<file path="config.mk">
export PLATFORM = sky130hd
export DESIGN_NAME = fetch_unit_flat
export DESIGN_NICKNAME = d
export VERILOG_FILES = /design/src/rtl/fetch_unit_if.sv /design/src/rtl/fetch_unit.sv /design/src/flat_wrapper.sv
export SDC_FILE = /design/constraint.sdc
export NUM_CORES = 1
export LEC_CHECK = 0
export ABC_AREA = 1
export ABC_CLOCK_PERIOD_IN_PS = 6700
export CAP_MARGIN = 20
export CORE_MARGIN = 8
export CORE_UTILIZATION = 53
export DETAILED_ROUTE_END_ITERATION = 7
export HOLD_SLACK_MARGIN = 0.05
export PLACE_DENSITY_LB_ADDON = 0.05
export REMOVE_ABC_BUFFERS = 1
export SLEW_MARGIN = 5
export SYNTH_ARGS = -nofsm -noshare
export SYNTH_HDL_FRONTEND = slang
export SYNTH_SLANG_ARGS = --single-unit
</file>
<file path="constraint.sdc">
create_clock -name i_clk -period 6.7 [get_ports i_clk]
set_input_delay 1.34 -clock i_clk [delete_from_list [all_inputs] [get_ports i_clk]]
set_output_delay 1.34 -clock i_clk [all_outputs]
set_load 0.01 [all_outputs]
</file>
<file path="src/rtl/fetch_unit_if.sv">
// ---------------------------------------------------------------------------
// fetch_unit_if
// Bundles the instruction-memory port, the pipeline control inputs and the
// IF/ID outputs of the fetch stage.
//   master : the fetch unit (drives o_*, receives i_*)
//   slave  : the surrounding pipeline / memory (drives i_*, receives o_*)
// Signals:
//   i_mem_data         16  memory read data (one cycle after address/enable)
//   i_stall             1  freeze the fetch stage
//   i_redirect_valid    1  load a new PC
//   i_redirect_address 32  redirect target word address
//   o_mem_address      32  memory word address
//   o_mem_enable        1  memory read enable
//   o_instruction      16  first instruction word
//   o_immediate        16  second (immediate) word, zero for one-word ops
//   o_pc               32  address of o_instruction
//   o_valid             1  outputs hold a real instruction
// ---------------------------------------------------------------------------
interface fetch_unit_if;
  logic [15:0] i_mem_data;
  logic        i_stall;
  logic        i_redirect_valid;
  logic [31:0] i_redirect_address;
  logic [31:0] o_mem_address;
  logic        o_mem_enable;
  logic [15:0] o_instruction;
  logic [15:0] o_immediate;
  logic [31:0] o_pc;
  logic        o_valid;

  modport master (
    input  i_mem_data, i_stall, i_redirect_valid, i_redirect_address,
    output o_mem_address, o_mem_enable, o_instruction, o_immediate, o_pc, o_valid
  );

  modport slave (
    output i_mem_data, i_stall, i_redirect_valid, i_redirect_address,
    input  o_mem_address, o_mem_enable, o_instruction, o_immediate, o_pc, o_valid
  );
endinterface

</file>
<file path="src/rtl/fetch_unit.sv">
// ---------------------------------------------------------------------------
// fetch_unit
// Instruction-fetch stage in front of a synchronous 16-bit instruction
// memory. Owns the PC, issues one memory read per unstalled cycle and
// assembles one- or two-word instructions for the IF/ID boundary.
// Ports:
//   i_clk    clock, rising edge
//   i_reset  asynchronous active-high reset
//   bus      fetch_unit_if.master (memory port, stall/redirect, IF/ID outputs)
// Parameters:
//   RESET_VECTOR  PC loaded on reset
//   IMM_FLAG_BIT  bit of the first word that announces an immediate word
// Optional feature (macro BOOT_VECTOR_FETCH_EN):
//   when defined, reset runs a three-cycle boot sequence that reads the start
//   PC from memory words 0 (high half) and 1 (low half) before fetching.
// ---------------------------------------------------------------------------
module fetch_unit #(
  parameter logic [31:0] RESET_VECTOR = 32'h0000_0000,
  parameter int unsigned IMM_FLAG_BIT = 32'd0
) (
  input logic          i_clk,
  input logic          i_reset,
  fetch_unit_if.master bus
);

  typedef enum logic {
    ASM_FIRST  = 1'b0,
    ASM_SECOND = 1'b1
  } asm_state_t;

`ifdef BOOT_VECTOR_FETCH_EN
  typedef enum logic [1:0] {
    BOOT_A = 2'd0,
    BOOT_B = 2'd1,
    BOOT_C = 2'd2,
    RUN    = 2'd3
  } boot_state_t;

  boot_state_t boot_state_r;
  boot_state_t boot_state_s;
`endif

  logic [31:0] pc_r,        pc_s;
  logic        pend_v_r,    pend_v_s;     // a memory word returns this cycle
  logic [31:0] pend_addr_r, pend_addr_s;  // address of that returning word
  asm_state_t  asm_state_r, asm_state_s;
  logic [15:0] hold_word_r, hold_word_s;  // first word of a two-word op
  logic [31:0] hold_addr_r, hold_addr_s;
  logic [15:0] instr_r,     instr_s;
  logic [15:0] imm_r,       imm_s;
  logic [31:0] out_pc_r,    out_pc_s;
  logic        valid_r,     valid_s;

  logic        run_s;
  logic        imm_flag_s;
  logic [31:0] mem_addr_s;
  logic        mem_en_s;

`ifdef BOOT_VECTOR_FETCH_EN
  assign run_s = (boot_state_r == RUN);
`else
  assign run_s = 1'b1;
`endif

  assign imm_flag_s = bus.i_mem_data[IMM_FLAG_BIT];

  // Next-state and memory-port logic: boot sequencing, then redirect > stall > fetch.
  always_comb begin
    pc_s        = pc_r;
    pend_v_s    = pend_v_r;
    pend_addr_s = pend_addr_r;
    asm_state_s = asm_state_r;
    hold_word_s = hold_word_r;
    hold_addr_s = hold_addr_r;
    instr_s     = instr_r;
    imm_s       = imm_r;
    out_pc_s    = out_pc_r;
    valid_s     = valid_r;
    mem_addr_s  = pc_r;
    mem_en_s    = 1'b0;

`ifdef BOOT_VECTOR_FETCH_EN
    boot_state_s = boot_state_r;
    case (boot_state_r)
      BOOT_A: begin
        mem_addr_s   = 32'h0000_0000;
        mem_en_s     = 1'b1;
        boot_state_s = BOOT_B;
      end
      BOOT_B: begin
        // data for word 0 arrives now: high half of the start PC
        mem_addr_s   = 32'h0000_0001;
        mem_en_s     = 1'b1;
        pc_s         = {bus.i_mem_data, pc_r[15:0]};
        boot_state_s = BOOT_C;
      end
      BOOT_C: begin
        pc_s         = {pc_r[31:16], bus.i_mem_data};
        boot_state_s = RUN;
      end
      RUN: begin
        boot_state_s = RUN;
      end
      default: begin
        boot_state_s = BOOT_A;
      end
    endcase
`endif

    if (run_s) begin
      mem_en_s = !bus.i_stall && !bus.i_redirect_valid;
      if (bus.i_redirect_valid) begin
        // drop the in-flight word and any half-built instruction
        pc_s        = bus.i_redirect_address;
        pend_v_s    = 1'b0;
        asm_state_s = ASM_FIRST;
        valid_s     = 1'b0;
      end else if (bus.i_stall) begin
        // memory is not enabled, so i_mem_data keeps the in-flight word
        pc_s = pc_r;
      end else begin
        pc_s        = pc_r + 32'd1;
        pend_v_s    = 1'b1;
        pend_addr_s = pc_r;
        if (!pend_v_r) begin
          valid_s = 1'b0;
        end else if (asm_state_r == ASM_SECOND) begin
          // immediate word: its flag bit carries no meaning
          instr_s     = hold_word_r;
          imm_s       = bus.i_mem_data;
          out_pc_s    = hold_addr_r;
          valid_s     = 1'b1;
          asm_state_s = ASM_FIRST;
        end else if (imm_flag_s) begin
          hold_word_s = bus.i_mem_data;
          hold_addr_s = pend_addr_r;
          asm_state_s = ASM_SECOND;
          valid_s     = 1'b0;
        end else begin
          instr_s  = bus.i_mem_data;
          imm_s    = 16'h0000;
          out_pc_s = pend_addr_r;
          valid_s  = 1'b1;
        end
      end
    end else begin
      mem_en_s = mem_en_s;
    end
  end

  // State and output registers.
  always_ff @(posedge i_clk or posedge i_reset) begin
    if (i_reset) begin
      pc_r        <= RESET_VECTOR;
      pend_v_r    <= 1'b0;
      pend_addr_r <= 32'h0000_0000;
      asm_state_r <= ASM_FIRST;
      hold_word_r <= 16'h0000;
      hold_addr_r <= 32'h0000_0000;
      instr_r     <= 16'h0000;
      imm_r       <= 16'h0000;
      out_pc_r    <= 32'h0000_0000;
      valid_r     <= 1'b0;
`ifdef BOOT_VECTOR_FETCH_EN
      boot_state_r <= BOOT_A;
`endif
    end else begin
      pc_r        <= pc_s;
      pend_v_r    <= pend_v_s;
      pend_addr_r <= pend_addr_s;
      asm_state_r <= asm_state_s;
      hold_word_r <= hold_word_s;
      hold_addr_r <= hold_addr_s;
      instr_r     <= instr_s;
      imm_r       <= imm_s;
      out_pc_r    <= out_pc_s;
      valid_r     <= valid_s;
`ifdef BOOT_VECTOR_FETCH_EN
      boot_state_r <= boot_state_s;
`endif
    end
  end

  assign bus.o_mem_address = mem_addr_s;
  assign bus.o_mem_enable  = mem_en_s;
  assign bus.o_instruction = instr_r;
  assign bus.o_immediate   = imm_r;
  assign bus.o_pc          = out_pc_r;
  assign bus.o_valid       = valid_r;

endmodule
</file>
<file path="src/flat_wrapper.sv">
// flat-port wrapper written by rule: the top's interface ports become plain ports
module fetch_unit_flat 
#(
  parameter logic [31:0] RESET_VECTOR = 32'h0000_0000,
  parameter int unsigned IMM_FLAG_BIT = 32'd0
)
  (i_clk, i_reset, bus_i_mem_data, bus_i_stall, bus_i_redirect_valid, bus_i_redirect_address, bus_o_mem_address, bus_o_mem_enable, bus_o_instruction, bus_o_immediate, bus_o_pc, bus_o_valid);
  fetch_unit_if bus_i ();
  input logic i_clk;
  input logic i_reset;
  input wire logic [$bits(bus_i.i_mem_data)-1:0] bus_i_mem_data;
  input wire logic [$bits(bus_i.i_stall)-1:0] bus_i_stall;
  input wire logic [$bits(bus_i.i_redirect_valid)-1:0] bus_i_redirect_valid;
  input wire logic [$bits(bus_i.i_redirect_address)-1:0] bus_i_redirect_address;
  output wire logic [$bits(bus_i.o_mem_address)-1:0] bus_o_mem_address;
  output wire logic [$bits(bus_i.o_mem_enable)-1:0] bus_o_mem_enable;
  output wire logic [$bits(bus_i.o_instruction)-1:0] bus_o_instruction;
  output wire logic [$bits(bus_i.o_immediate)-1:0] bus_o_immediate;
  output wire logic [$bits(bus_i.o_pc)-1:0] bus_o_pc;
  output wire logic [$bits(bus_i.o_valid)-1:0] bus_o_valid;
  assign bus_i.i_mem_data = bus_i_mem_data;
  assign bus_i.i_stall = bus_i_stall;
  assign bus_i.i_redirect_valid = bus_i_redirect_valid;
  assign bus_i.i_redirect_address = bus_i_redirect_address;
  assign bus_o_mem_address = bus_i.o_mem_address;
  assign bus_o_mem_enable = bus_i.o_mem_enable;
  assign bus_o_instruction = bus_i.o_instruction;
  assign bus_o_immediate = bus_i.o_immediate;
  assign bus_o_pc = bus_i.o_pc;
  assign bus_o_valid = bus_i.o_valid;
  fetch_unit #(.RESET_VECTOR(RESET_VECTOR), .IMM_FLAG_BIT(IMM_FLAG_BIT)) u_core (.i_clk(i_clk), .i_reset(i_reset), .bus(bus_i));
endmodule
</file>
== Word level (Yosys, flattened, before mapping) ==
Cells that the tools add are included.

* Bits of input ports: 52
* Bits in read-only memories: 0
* Bits in registers: 179
* Bits in writable memories: 0
* Output and inout bits: 98
* Logic and storage cells: 44
* Bits in latches: 0
* Memories kept: 0

* Muxes and demuxes: 20
* Eq/ne operators: 2
* Div/mod/pow operators: 0
* Reductions and logical operators: 8
* $mul: 0
* Shifts and indexed selects: 0
* Bitwise logic cells: 3
* $add $sub $neg: 1
* $lt $le $gt $ge: 0

{| class="wikitable"
|+ Operators with widths
! operator !! count
|-
| $mux 32 || 4
|-
| $mux 16 || 4
|-
| $add 32x1->32 const B || 1
|-
| $mux 1 || 12
|-
| $reduce_and 5->1 || 1
|-
| $ne 2x1->1 const B || 2
|-
| $reduce_and 2->1 || 2
|-
| $reduce_and 4->1 || 1
|-
| $not 1->1 || 3
|-
| $logic_not 1->1 || 2
|-
| $reduce_bool 2->1 || 1
|-
| $logic_and 1x1->1 || 1
|}

== Longest topological paths before layout ==
Gate-level depths: netlist of the first run.

* Word-level depth: 5
* Gate-level depth with buffers: 10
* Mapped depth without buffers: 8

== Worst setup path before layout of the first run ==
No wires, ideal clock.

* Path type: input -> output
* Start: input port bus_i_redirect_valid
* End: output port bus_o_mem_enable
* Data arrival time: 1.949 ns
* Data required time: 5.360 ns
* Setup slack: 3.411 ns
* Cell stages on the path: 3
* Path buffers: 2
* Path through: buf_4 > nor2_8 > clkbuf_1

* Cells in the longest elaborated chain, start to end: 2

{| class="wikitable"
|+ RTL lines
! element !! line !! RTL
|-
| start: declaration || flat_wrapper.sv:13 || <nowiki>input wire logic [$bits(bus_i.i_redirect_valid)-1:0] bus_i_redirect_valid;</nowiki>
|-
| $logic_not 1->1 || fetch_unit.sv:111 || <nowiki>mem_en_s = !bus.i_stall && !bus.i_redirect_valid;</nowiki>
|-
| $logic_and 1x1->1 || fetch_unit.sv:111 ||
|-
| end: declaration || flat_wrapper.sv:16 || <nowiki>output wire logic [$bits(bus_i.o_mem_enable)-1:0] bus_o_mem_enable;</nowiki>
|}

No other way between the ends.

== Final worst setup path of the first run ==
Same ends and word-level chain as after synthesis.

==> results.cfg, run 1 <==
[power]
comb_power_share_pct = 21.0
swShare_pct = 28.2
power.switching_mw = 0.855
clkPwrFrac_pct = 32.6
ir_drop_uv = 190
total_power_mw = 3.03
intPower_mw = 2.17
power_density_nw_per_um2 = 291
power.share.sequential_pct = 46.3
leakage_nw = 4.92

[critical_path]
critPathRequiredTime_ns = 5.36
startpoint_type = input port
timing.critical_path.mode_cell = clkdlybuf4s50_1
critical-path-slowest-cell = clkdlybuf4s50_1
critPathTopFamily = buffers and inverters
path_cells = clkdlybuf4s50_1 -> buf_4 -> nor2_8 -> clkdlybuf4s50_1
cp.arrival_ns = 3.07
path_class = input port to primary output
cp_max_fo = 36
r2r_slack_ns = 4.49
end_kind = primary output
cpPeakStageDelay_ns = 0.63
crit_buf_inv = 3

[synthesis]
synth_edf_count = 0
synth_compound_gate_area_share_pct = 11.0
synth_xor_area_share_pct = 0.106
yosys_register_bits = 179
yosys_warnings = 0
synth_fa_ha_area_share_pct = 0.151
synth_cell_type_count = 31
synth.mux.area_fraction_pct = 0
synth_common_cells = nand2_1, dfrtp_1, inv_1
synth-simple-area-share_pct = 26.5
async_flop_share_pct = 100
synth_top_area_share_pct = 54.0
yosysMostFrequentCell = nand2_1
seq_area_frac_synth_pct = 54.0
syn_inst = 1060
syn_area_um2 = 8300
ys.flop_type = dfrtp_1
synthTopCellsByArea = dfrtp_1, nand2_1, o21ai_0, inv_1, nor2_1
yosys.area.top_type = dfrtp_1
synth_top_family_by_area = simple AND/OR/NAND/NOR gates
synth_area_per_cell_um2 = 7.83

[global_route]
grt_pass1_vias = 6781
grt_pass1_wl_um = 34400
grt_overflow = 0
antenna_found_initial = 0
grt_max_degree = 98
grt_usage_pct = 21.4

[place]
io_buffers = 149
dpl_cell_area_um2 = 9830
finalWeightedCongestion = 0.831
hpwl_um = 13600

[timing]
tightest_slew_ns = 0.964
min_period_ns = 4.41
setup_tns_ns = 0
fin_skew_ns = 0.00941
hold_ws_ns = 0.454
final_hold_viol_count = 0
rsz0062_at_grt = no
setup_viol = 0
period_share_pct = 65.8
max_freq_mhz = 227
relSlewSlack_pct = 35.7
slew_viol_final = 0

[cells_and_area]
fin_area_um2 = 10400
areaGrowthSynthToFinish_pct = 25.5
utilization_pct = 68.3
nNetsFinal = 1236
n_antenna_cell = 0
drive_gt1_share_pct = 4.18

[route]
num_vias = 7048
wl_um = 20500
dr.first_iter.drc_count = 456
post_drt_wl_per_cell_um = 14.6
drc = 0
drt_first_pass_iters = 6
via_per_inst = 5.01
ant_nets = 0

[die]
num_io_pins = 150
initial_core_util_pct = 54.4
fp.dieH_um = 141
die_x_um = 141
core.rowCount = 45
core_region_area_um2 = 15300
die-area_um2 = 19900

[min_path]
min_path_type = register to register

[cts]
clockRootBuffer = clkbuf_16
cts_made_buffers = 17
holdBufCountCts = 0
clock-sinks = 179
clock_path_buffers = 2
path_clk_slew_ns = 0.06
h-tree-depth = 4
post_cts_buffers = 0
cts_resized = 0
clkLatencyLatePin_ns = 0.43
cts_tree = yes

[job]
maxCapViolations = 0

[status]
status = completed
## cell usage in the layout (no fill, tap or decap), drive strengths merged
master / netlist / final
o211ai: 4 / 4
inv: 107 / 109
clkinvlp: 0 / 4
ha: 1 / 1
a22o: 1 / 1
clkbuf: 18 / 21
a21oi: 26 / 26
and2: 2 / 2
nand3b: 6 / 6
nor2: 92 / 92
buf: 32 / 5
xnor2: 1 / 1
bufinv: 0 / 2
o21bai: 2 / 2
nand2: 387 / 387
o21ai: 144 / 144
nor3: 2 / 2
clkinv: 0 / 3
or2: 2 / 2
clkdlybuf4s50: 0 / 149
dfrtp: 179 / 179
nand4: 4 / 4
nand3: 49 / 49
a22oi: 1 / 1
## power by group through the flow
| stage | Clock [mW] | Sequential (mW) | Combinational [mW] |
|---|---|---|---|
| finish | 0.988 | 1.40 | 0.637 |
| global route | 1.05 | 1.43 | 0.715 |
| CTS | 1.00 | 1.40 | 0.649 |
| detailed placement | 0 | 1.42 | 0.645 |
| global placement | 0 | 1.41 | 0.632 |
| floorplan | 0 | 1.46 | 0.265 |
## flip-flops by register name, indices dropped and copies added, names as in the netlist
register                  cells
u_core.bus.o_mem_address     32
u_core.bus.o_pc              32
u_core.hold_addr_r           32
u_core.pend_addr_r           32
u_core.bus.o_immediate       16
u_core.bus.o_instruction     16
u_core.hold_word_r           16
u_core.asm_state_r            1
u_core.bus.o_valid            1
u_core.pend_v_r               1
## path summary, 6_finish.rpt
| path | from | to | cells after the start |
|---|---|---|---|
| setup / recovery | bus_i_redirect_valid | bus_o_mem_enable | 4 |
| setup reg to reg | u_core.asm_state_r$_DFFE_PP0P_ | u_core.bus.o_instruction[5]$_DFFE_PP0P_ | 5 |
| hold reg to reg | u_core.hold_word_r[0]$_DFFE_PP0P_ | u_core.hold_word_r[0]$_DFFE_PP0P_ | 2 |
| min in group asynchronous | i_reset | u_core.bus.o_instruction[8]$_DFFE_PP0P_ | 2 |
| hold / removal | u_core.hold_word_r[0]$_DFFE_PP0P_ | u_core.hold_word_r[0]$_DFFE_PP0P_ | 2 |
| max in group asynchronous | i_reset | u_core.hold_addr_r[19]$_DFFE_PP0P_ | 3 |
## layout make-up
| type | instances | area (um2) |
|---|---|---|
| multi-input combinational | 724 | 3150 |
| fill | 1327 | 4840 |
| clock buffer | 21 | 460 |
| sequential | 179 | 4480 |
| timing repair buffer | 154 | 1530 |
| clock inverter | 11 | 126 |
| tap | 211 | 264 |
| inverter | 107 | 409 |
## cells by family (layout without fill, tap and decap cells)
kind of cell | count (synthesis) | in the layout
flip-flops | 179 | 179
AND/OR/NAND/NOR | 544 | 544
XOR/XNOR | 1 | 1
buffers and inverters | 157 | 293
adder cells (fa/ha/maj) | 1 | 1
AO/OA/AOI/OAI | 178 | 178
## stage by stage
step / instances / setup slack (ns)
2_1_floorplan: 1010 / 0.501
3_3_place_gp: 1375 / 2.32
3_5_place_dp: 1375 / 2.31
4_1_cts: 1407 / 2.30
5_1_grt: 1407 / 2.23
6_report: 1407 / 2.29
## tightest hold or removal path, cell delays in order, from the launching register on
cell and delay [ns]:
dfrtp_1 0.32, inv_1 0.04, nand2_1 0.05
## per-layer routing
layer	GRT usage (%)	routed length (um)	up-vias
li1	-	-	3575
met5	0	0	-
met2	34.1	9390	195
met4	7.35	381	0
met1	28.2	9400	3257
met3	5.03	1320	21
Power figures use the tool's default switching activity.
==> inputs of run 2 (changes only) <==
- ABC_CLOCK_PERIOD_IN_PS: 6700 -> 4100
- clock period: 6.7 -> 4.1 ns (I/O delays scaled with it)
==> results.cfg, run 2 (synthesized netlist as in run 1, its figures left out) <==
[timing]
period_share_pct = 73.3
relSlewSlack_pct = 35.3
max_freq_mhz = 333
setup_viol = 0
final_hold_viol_count = 0
setup_ws_ns = 1.09
rsz0062_at_grt = no
tightest_slew_ns = 0.971
min_period_ns = 3.01
slew_viol_final = 0
setup_tns_ns = 0
fin_skew_ns = 0.0114

[cts]
clockRootBuffer = clkbuf_16
cts_made_buffers = 17
clkLatencyLatePin_ns = 0.43
cts_resized = 0
post_cts_buffers = 0
clock-sinks = 179
cts_tree = yes
clock_path_buffers = 2
holdBufCountCts = 0
h-tree-depth = 4
path_clk_slew_ns = 0.06

[critical_path]
crit_buf_inv = 2
path_class = input port to primary output
critPathTopFamily = buffers and inverters
path_cells = clkdlybuf4s50_1 -> nor2_8 -> clkdlybuf4s50_1
cp_max_fo = 7
critPathRequiredTime_ns = 3.28
timing.critical_path.mode_cell = clkdlybuf4s50_1
end_kind = primary output
critical-path-slowest-cell = clkdlybuf4s50_1
startpoint_type = input port
cp.arrival_ns = 2.19
cpPeakStageDelay_ns = 0.60

[die]
core.rowCount = 45
core_region_area_um2 = 15300
die-area_um2 = 19900
initial_core_util_pct = 54.4
die_x_um = 141
num_io_pins = 150
fp.dieH_um = 141

[cells_and_area]
layout_commonest_cell = nand2_1
seq_area_um2 = 4480
n_antenna_cell = 0
nNetsFinal = 1243
fill_cells = 1263
final_cell_mix = nand2_1, dfrtp_1, clkdlybuf4s50_1
instances_no_fill = 1414
areaGrowthSynthToFinish_pct = 26.6
fin_area_um2 = 10500
multi_input_area_um2 = 3150
drive_gt1_share_pct = 4.82

[global_route]
grt_overflow = 0
grt_max_degree = 97
antenna_found_initial = 0
grt_usage_pct = 22.1
grt_pass1_wl_um = 35500
grt_pass1_vias = 6982

[status]
status = completed

[place]
io_buffers = 149
dp_cells = 1382
dpl_cell_area_um2 = 9910
place_ws_ns = 0.940
hpwl_um = 14400
finalWeightedCongestion = 0.804

[min_path]
min_path_type = register to register

[route]
ant_nets = 0
wl_um = 21100
via_per_inst = 5.01
post_drt_wl_per_cell_um = 14.9
dr.first_iter.drc_count = 549
num_vias = 7084
drc = 0
drt_first_pass_iters = 5

[job]
maxCapViolations = 0

[power]
ir_drop_uv = 302
leakage_nw = 4.97
power_density_nw_per_um2 = 476
-- run 2: final cells by class --
| cell class | count | area share [%] |
|---|---|---|
| Sequential cell | 179 | 42.6 |
| Multi-Input combinational cell | 724 | 29.9 |
| Inverter | 107 | 3.89 |
| Clock buffer | 20 | 4.35 |
| Tap cell | 211 | 2.51 |
| Timing Repair Buffer | 161 | 15.3 |
| Clock inverter | 12 | 1.38 |
-- run 2: per-layer routing --
metal  global-route usage, %  vias up  wire length, um
met2                    36.2      174             9940
met1                    28.6     3308             9760
li1                        -     3578                -
met3                    5.06       24             1140
met4                    6.50        0              270
met5                       0        -                0
-- run 2: final timing paths --
path,startpoint,end,slack (ns),cells after the start
setup / recovery,bus_i_stall,bus_o_mem_enable,1.09,3
hold / removal,u_core.hold_word_r[0]$_DFFE_PP0P_,u_core.hold_word_r[0]$_DFFE_PP0P_,0.46,2
setup reg to reg,u_core.asm_state_r$_DFFE_PP0P_,u_core.hold_word_r[15]$_DFFE_PP0P_,2.01,4
hold reg to reg,u_core.hold_word_r[0]$_DFFE_PP0P_,u_core.hold_word_r[0]$_DFFE_PP0P_,0.46,2
max in group asynchronous,i_reset,u_core.bus.o_instruction[15]$_DFFE_PP0P_,2.48,3
min in group asynchronous,i_reset,u_core.bus.o_instruction[8]$_DFFE_PP0P_,0.85,2
-- run 2: tightest hold or removal path: stages (launching register included) --
cell	delay (ns)
dfrtp_1	0.32
inv_1	0.05
nand2_1	0.06
-- run 2: report_power, final --
group / switching [mW] / total [mW] / leakage [nW] / internal, mW
registers: 0.206 / 2.31 / 2.22 / 2.10
logic: 0.517 / 1.04 / 2.46 / 0.524
clock network: 0.710 / 1.65 / 0.288 / 0.943
total: 1.43 / 5.00 / 4.97 / 3.57
-- run 2: per-stage QoR --
step / utilization [%] / hold WS (ns) / power (mW)
floorplan: - / 0.423 / 2.81
global placement: 64.9 / 0.434 / 3.35
detailed placement: 64.9 / 0.443 / 3.39
CTS: 68.9 / 0.460 / 5.04
global route: 68.9 / 0.499 / 5.27
finish: 68.9 / 0.456 / 5.00
==> inputs of run 3 (changes only) <==
- ABC_CLOCK_PERIOD_IN_PS: 4100 -> 2800
- clock period: 4.1 -> 2.8 ns (I/O delays scaled with it)
==> results.cfg, run 3 (synthesized netlist as in run 1, its figures left out) <==
[status]
status = completed

[global_route]
grt_usage_pct = 21.9
antenna_found_initial = 0
grt_pass1_vias = 6917
grt_pass1_wl_um = 35300
grt_max_degree = 98
grt.met2_usage_pct = 35.7
grt_overflow = 0
grt_use_met1_pct = 28.9
use_met3_pct = 4.76
grt.busiest_layer = met2

[cells_and_area]
nNetsFinal = 1249
final_cell_mix = nand2_1, dfrtp_1, clkdlybuf4s50_1
drive_gt1_share_pct = 5.05
layout_commonest_cell = nand2_1
n_antenna_cell = 0
multi_input_area_um2 = 3150
areaGrowthSynthToFinish_pct = 27.1
seq_area_um2 = 4480
fill_cells = 1299

[timing]
tightest_slew_ns = 0.678
fin_skew_ns = 0.00572
min_period_ns = 2.45
final_hold_viol_count = 0
max_freq_mhz = 408
hold_ws_ns = 0.457
rsz0062_at_grt = no
setup_viol = 0
relSlewSlack_pct = 54.8
slew_viol_final = 0
setup_tns_ns = 0
period_share_pct = 87.6

[route]
num_vias = 7180
wl_um = 21300
dr.first_iter.drc_count = 536
drt_first_pass_iters = 5
via_per_inst = 5.06
ant_nets = 0
post_drt_wl_per_cell_um = 15.0
drc = 0

[cts]
clkLatencyLatePin_ns = 0.42
holdBufCountCts = 0
clockRootBuffer = clkbuf_16
cts_made_buffers = 17
post_cts_buffers = 0
path_clk_slew_ns = 0.06
h-tree-depth = 4
clock-sinks = 179
cts_tree = yes
cts_resized = 0
clock_path_buffers = 2

[critical_path]
critical-path-slowest-cell = clkdlybuf4s50_1
cpPeakStageDelay_ns = 0.58
path_cells = clkdlybuf4s50_1 -> nor2_8 -> clkdlybuf4s50_1
path_class = input port to primary output
critPathTopFamily = buffers and inverters
crit_buf_inv = 2
cp.arrival_ns = 1.89
startpoint_type = input port
cp_max_fo = 3
critPathRequiredTime_ns = 2.24
end_kind = primary output
timing.critical_path.mode_cell = clkdlybuf4s50_1

[power]
ir_drop_uv = 404
power_density_nw_per_um2 = 681
leakage_nw = 4.99

[place]
finalWeightedCongestion = 0.819
io_buffers = 149
hpwl_um = 14800

[die]
initial_core_util_pct = 54.4
num_io_pins = 150
core_region_area_um2 = 15300
die-area_um2 = 19900
core.rowCount = 45
die_x_um = 141
fp.dieH_um = 141

[min_path]
min_path_type = register to register

[job]
maxCapViolations = 0
==> run 3: cell types whose count changed in the layout (fill, tap and decap cells not counted), sizes merged <==
cell | before | now
inv | 111 | 108
buf | 12 | 18
bufinv | 2 | 1
clkbuf | 20 | 23
==> run 3: tightest hold or removal path, delay by kind of cell (launching register included) <==
kind	cells	cell delay, ns
AND/OR/NAND/NOR	1	0.06
flip-flops	1	0.32
buffers and inverters	1	0.05
==> run 3: layout make-up <==
cell class	instances	area share, %
Sequential cell	179	42.5
Multi-Input combinational cell	724	29.8
Timing Repair Buffer	167	16.0
Clock buffer	23	4.53
Inverter	107	3.88
Tap cell	211	2.50
Clock inverter	8	0.736
==> run 3: metal layers <==
| layer | vias up | share of wire [%] |
|---|---|---|
| li1 | 3598 | - |
| met1 | 3338 | 45 |
| met2 | 223 | 47 |
| met3 | 21 | 6.8 |
| met4 | 0 | 1.4 |
| met5 | - | 0 |
==> run 3: report_power, final <==
part | switching (mW) | total [mW] | internal (mW)
sequential | 0.292 | 3.37 | 3.08
clock | 0.977 | 2.27 | 1.29
combinational | 0.769 | 1.55 | 0.779
==> run 3: worst paths after layout <==
kind                                                                  to  cells after the start                                     from  slack [ns]
worst max-delay path                                    bus_o_mem_enable                      3                              bus_i_stall        0.35
worst min-delay path                   u_core.hold_word_r[0]$_DFFE_PP0P_                      2        u_core.hold_word_r[0]$_DFFE_PP0P_        0.46
worst max register to register  u_core.bus.o_mem_address[24]$_DFFE_PP0P_                      8  u_core.bus.o_mem_address[1]$_DFFE_PP0P_        0.89
worst min register to register         u_core.hold_word_r[0]$_DFFE_PP0P_                      2        u_core.hold_word_r[0]$_DFFE_PP0P_        0.46
max in group asynchronous             u_core.pend_addr_r[31]$_DFFE_PP0P_                      3                                  i_reset        1.60
min in group asynchronous        u_core.bus.o_instruction[8]$_DFFE_PP0P_                      2                                  i_reset        0.55
==> run 3: metrics by stage <==
stage	utilization, %	cell area, um2	cells	setup WS [ns]	total power, mW
floorplan	-	8020	1010	-2.62	4.12
global placement	65.5	9990	1388	0.271	4.92
detailed placement	65.5	9990	1388	0.196	4.97
CTS	69.1	10500	1419	0.333	7.24
global route	69.1	10500	1419	0.312	7.56
finish	69.1	10500	1419	0.348	7.18
